`src/rtl/vc_input_buffer.sv`:
```
// Purpose: per-input-port virtual-channel flit buffer; one circular FIFO per VC, credit return per popped flit.
// Latency: a write is visible at the head one cycle later. Credits and total_fill_o lag by one cycle. Other status is combinational.
// Backpressure: credit-based upstream; a write to a full VC is dropped unless that VC pops in the same cycle. Overflow and underflow set sticky flags.
module vc_input_buffer #(
    parameter int G_FLIT_SIZE       = 32,
    parameter int G_VCS             = 4,
    parameter int G_VC_BUFFER_DEPTH = 4,
    localparam int VCW = (G_VCS > 1) ? $clog2(G_VCS) : 1,
    localparam int PW  = (G_VC_BUFFER_DEPTH > 1) ? $clog2(G_VC_BUFFER_DEPTH) : 1,
    localparam int CW  = $clog2(G_VC_BUFFER_DEPTH + 1),
    localparam int TW  = $clog2(G_VCS * G_VC_BUFFER_DEPTH + 1)
) (
    input  logic                         clk,
    input  logic                         rst,
    input  logic                         wr_valid_i,
    input  logic [VCW-1:0]               wr_vc_i,
    input  logic [G_FLIT_SIZE-1:0]       wr_flit_i,
    input  logic [G_VCS-1:0]             rd_en_i,
    output logic [G_VCS*G_FLIT_SIZE-1:0] head_flit_o,
    output logic [G_VCS-1:0]             vc_empty_o,
    output logic [G_VCS-1:0]             vc_full_o,
    output logic [G_VCS-1:0]             credit_o,
    output logic [G_VCS*CW-1:0]          fill_level_o,
    output logic [TW-1:0]                total_fill_o,
    output logic                         ovf_err_o,
    output logic                         udf_err_o
);

    // Flit storage is deliberately not reset; head content is meaningless while a VC is empty.
    logic [G_FLIT_SIZE-1:0] mem [G_VCS][G_VC_BUFFER_DEPTH];

    logic [G_VCS-1:0][PW-1:0] wr_ptr;
    logic [G_VCS-1:0][PW-1:0] rd_ptr;
    logic [G_VCS-1:0][CW-1:0] count;
    logic [G_VCS-1:0][CW-1:0] count_nxt;
    logic [G_VCS-1:0]         wr_hit;
    logic [G_VCS-1:0]         wr_ok;
    logic [G_VCS-1:0]         rd_ok;
    logic [G_VCS-1:0]         credit_q;
    logic [TW-1:0]            total_q;
    logic [TW-1:0]            total_sum;
    logic                     ovf_q;
    logic                     udf_q;
    logic                     ovf_now;
    logic                     udf_now;

    // Per-VC write/pop qualification, next occupancy and the sum of current occupancies.
    always_comb begin
        wr_hit    = '0;
        wr_ok     = '0;
        rd_ok     = '0;
        count_nxt = count;
        total_sum = '0;
        for (int v = 0; v < G_VCS; v++) begin
            wr_hit[v] = wr_valid_i && (wr_vc_i == VCW'(v));
            // No bypass: an empty VC cannot pop the flit arriving this cycle.
            rd_ok[v]  = rd_en_i[v] && (count[v] != '0);
            // A full VC still accepts a write when it pops in the same cycle.
            wr_ok[v]  = wr_hit[v] && ((count[v] != CW'(G_VC_BUFFER_DEPTH)) || rd_ok[v]);
            case ({wr_ok[v], rd_ok[v]})
                2'b10:   count_nxt[v] = count[v] + CW'(1);
                2'b01:   count_nxt[v] = count[v] - CW'(1);
                default: count_nxt[v] = count[v];
            endcase
            total_sum = total_sum + TW'(count[v]);
        end
        // An out-of-range VC number matches no VC and counts as a dropped write.
        ovf_now = wr_valid_i && ((wr_hit & ~wr_ok) != '0 || wr_hit == '0);
        udf_now = (rd_en_i & ~rd_ok) != '0;
    end

    // Pointers, occupancies, credit pulses, total fill and sticky error flags.
    always_ff @(posedge clk) begin
        if (rst) begin
            wr_ptr   <= '0;
            rd_ptr   <= '0;
            count    <= '0;
            credit_q <= '0;
            total_q  <= '0;
            ovf_q    <= 1'b0;
            udf_q    <= 1'b0;
        end else begin
            for (int v = 0; v < G_VCS; v++) begin
                if (wr_ok[v]) begin
                    wr_ptr[v] <= (wr_ptr[v] == PW'(G_VC_BUFFER_DEPTH - 1)) ? '0 : wr_ptr[v] + PW'(1);
                end
                if (rd_ok[v]) begin
                    rd_ptr[v] <= (rd_ptr[v] == PW'(G_VC_BUFFER_DEPTH - 1)) ? '0 : rd_ptr[v] + PW'(1);
                end
            end
            count    <= count_nxt;
            credit_q <= rd_ok;
            total_q  <= total_sum;
            ovf_q    <= ovf_q | ovf_now;
            udf_q    <= udf_q | udf_now;
        end
    end

    // Flit storage write port; each VC writes at its own write pointer.
    always_ff @(posedge clk) begin
        for (int v = 0; v < G_VCS; v++) begin
            if (wr_ok[v]) begin
                mem[v][wr_ptr[v]] <= wr_flit_i;
            end
        end
    end

    // Head flits and per-VC status decoded from registered state.
    always_comb begin
        head_flit_o = '0;
        vc_empty_o  = '0;
        vc_full_o   = '0;
        for (int v = 0; v < G_VCS; v++) begin
            head_flit_o[v*G_FLIT_SIZE +: G_FLIT_SIZE] = mem[v][rd_ptr[v]];
            vc_empty_o[v] = (count[v] == '0);
            vc_full_o[v]  = (count[v] == CW'(G_VC_BUFFER_DEPTH));
        end
    end

    assign fill_level_o = count;
    assign total_fill_o = total_q;
    assign credit_o     = credit_q;
    assign ovf_err_o    = ovf_q;
    assign udf_err_o    = udf_q;

endmodule

```
`config.mk`:
```
export PLATFORM = sky130hd
export DESIGN_NAME = vc_input_buffer
export DESIGN_NICKNAME = d
export VERILOG_FILES = /design/src/rtl/vc_input_buffer.sv
export SDC_FILE = /design/constraint.sdc
export NUM_CORES = 1
export LEC_CHECK = 0
export CORE_MARGIN = 1
export CORE_UTILIZATION = 51
export DETAILED_ROUTE_END_ITERATION = 7
export GPL_TIMING_DRIVEN = 0
export PLACE_DENSITY = 0.72
export SYNTH_ARGS = -nofsm -noshare
export SYNTH_HDL_FRONTEND = slang
export SYNTH_SLANG_ARGS = --single-unit
```
`constraint.sdc`:
```
create_clock -name clk -period 7.9 [get_ports clk]
set_input_delay 1.58 -clock clk [delete_from_list [all_inputs] [get_ports clk]]
set_output_delay 1.58 -clock clk [all_outputs]
set_load 0.02 [all_outputs]
```
==> run summary <==
Layout cells sized above 1: 0.215
Crit path max fanout: 10
Critical path required time: 6320 ps
Num CTS Buffers: 55
Clock transition at the registers of the reported paths: 60 ps
Pre-CTS setup slack: 3770 ps
Area of the die: 41700 um2
Pwr Density: 269 nW/um2
Largest buffer count on any clock path: 3
Int Pwr: 5220 uW
Final HPWL DP: 28200 um
Max VDD drop: 163 uV
Sequential-to-total area share from yosys stat: 0.775
GRT Util Overall: 0.215
1st-iter DRT viols: 734
Unrepaired setup endpoints after global routing: no
Clk_lat worst skew: 600 ps
Wire length per cell: 24.5 um
Clock network power share: 0.362
Crit Path Category: register to output pin
Overflow left after global routing: 0
Final wirelength: 43600 um
Top post-synthesis cells by area: edfxtp_1 74%, mux4_2 14%, dfxtp_1 3.7%
Post-synth EDFFs: 512
Final hold violation count: 0
Worst setup EP type: output pin
Nets: 1292
Yosys top cell by area: edfxtp_1
CTS Root Cell: clkbuf_16
Worst slew margin: 0.319
Routability cong.: 0.772
Sw Share: 0.242
Slew Viols, Final: 0
Setup Skew: 11.1 ps
Die Span Y: 204 um
IO Pins: 200
Commonest non-fill, non-tap cells in the layout: 512 x edfxtp_1, 198 x clkdlybuf4s50_1, 128 x mux4_2
CTS H-Tree Depth: 2
Row count: 73
Ys Warns: 0
Syn Nets: 1021
Distinct cells, synth: 40
I/O Buffers: 198
# clock sinks: 551
Vias in the first global route: 10300
# DRC: 0
Setup violations, final: 0
Final period util: 0.557
Core area: 40000 um2
Synth top area share: 0.737
Logic pwr share: 0.161
Cells after Synth: 943
Sequential share of power: 0.478
Sw power: 1670 uW
Status: complete, no violations
FILL cells: 2739
Overall power: 6890 uW
Main synth FF type: edfxtp_1
Via count: 10000
Die X: 204 um
First-pass DRT Iterations: 5
Setup WS post-layout: 3500 ps
Antenna viol nets, final: 0
Async SR Flop Fraction: 0
Max-capacitance violation count: 0
CP startpoint kind: register
Hold-fix buffers, CTS: 0
Area grow syn2layout: 22.7%
Synth Cell Area: 20900 um2
Post-CTS Setup Inserts: 0
Setup TNS: 0 ps
First-pass GRT wire length: 64400 um
Diodes inserted: 0
CTS tree: yes
Via/cell ratio: 5.63
Post-CTS sizing: 0
Worst slew pin tran: 1010 ps
Crit path time final: 4400 ps
Initial Utilization: 0.521
Largest net degree at the start of global routing: 25
WP data arrival: 2820 ps
Syn Area/Cell: 22.1 um2
Static Leak: 0.00824 uW
HP Class: register to register
Most common cell after layout, fill and taps aside: edfxtp_1
Maximum clock rate: 227 MHz
Initial antenna violation count: 0
Yosys reg bits: 551
## cell usage after synthesis (3+ instances only)
cell type	count
and2_1	16
buf_4	12
mux4_2	128
fa_1	10
xor2_1	7
nor2b_1	3
inv_1	35
nand2_1	5
or3_1	4
mux2i_1	10
nor3_1	11
o21ai_0	5
ha_1	27
buf_2	17
a21oi_1	17
edfxtp_1	512
clkbuf_1	12
dfxtp_1	39
a21o_1	3
nor2_1	38
nand3_1	3
## through the flow
stage / utilization / instances / cell area, um2 / hold WS, ps
finish: 0.639 / 1783 / 25600 / 546
global route: 0.639 / 1783 / 25600 / 554
CTS: 0.639 / 1783 / 25600 / 538
detailed placement: 0.597 / 1682 / 23900 / 529
global placement: 0.587 / 1666 / 23500 / 502
floorplan: - / 943 / 20900 / 487
## area by class of cell
cell class / count / area, um2 / share of cell area
clock inverter: 33 / 289 / 0.0113
clock buffer: 68 / 1430 / 0.0557
timing repair buffer: 214 / 2340 / 0.0915
multi-input combinational: 316 / 4360 / 0.171
buffer: 41 / 220 / 0.00861
tap: 525 / 657 / 0.0257
inverter: 35 / 131 / 0.00514
sequential: 551 / 16200 / 0.632
## metal layers
| metal | wire length, um | vias up | track usage |
|---|---|---|---|
| li1 | - | 4391 | - |
| met1 | 18500 | 5301 | 0.298 |
| met2 | 22200 | 287 | 0.357 |
| met3 | 2160 | 61 | 0.0349 |
| met4 | 829 | 0 | 0.0616 |
| met5 | 0 | - | 0 |
## cell families (layout without fill, tap and decap cells)
logic type	after synthesis	count (layout)	share of synthesized area
XOR/XNOR	8	8	0.00336
flip-flops	551	551	0.775
adder cells (fa/ha/maj)	37	37	0.0258
AND/OR/NAND/NOR	95	95	0.0243
multiplexers	139	139	0.144
AO/OA/AOI/OAI	37	37	0.0113
buffers and inverters	76	391	0.0169
## critical path, stage by stage (launching register included)
cell and delay, ps:
dfxtp_1 330, buf_2 230, clkbuf_1 640, mux4_2 460
clkdlybuf4s50_1 560
## power groups by stage
stage	Combinational [uW]	Sequential [uW]	Clock, uW
after floorplan	622	3360	0
after CTS	1130	3290	2540
final	1110	3290	2490
after global placement	1110	3350	0
after detailed placement	1120	3350	0
after global routing	1180	3290	2650
## sequential cells by signal (all words and copies together) (netlist names)
name          count
credit_o          4
mem             512
rd_ptr            8
fill_level_o     12
wr_ptr            8
udf_err_o         1
ovf_err_o         1
total_fill_o      5
## worst paths after layout
kind              slack, ps            start         endpoint  depth (start not counted)
hold / removal          550        wr_ptr[3]        wr_ptr[3]                          2
setup reg to reg       5200  fill_level_o[4]  total_fill_o[3]                         10
hold reg to reg         550        wr_ptr[3]        wr_ptr[3]                          2
setup / recovery       3500        rd_ptr[3]  head_flit_o[59]                          4
Power figures use the tool's default switching activity.
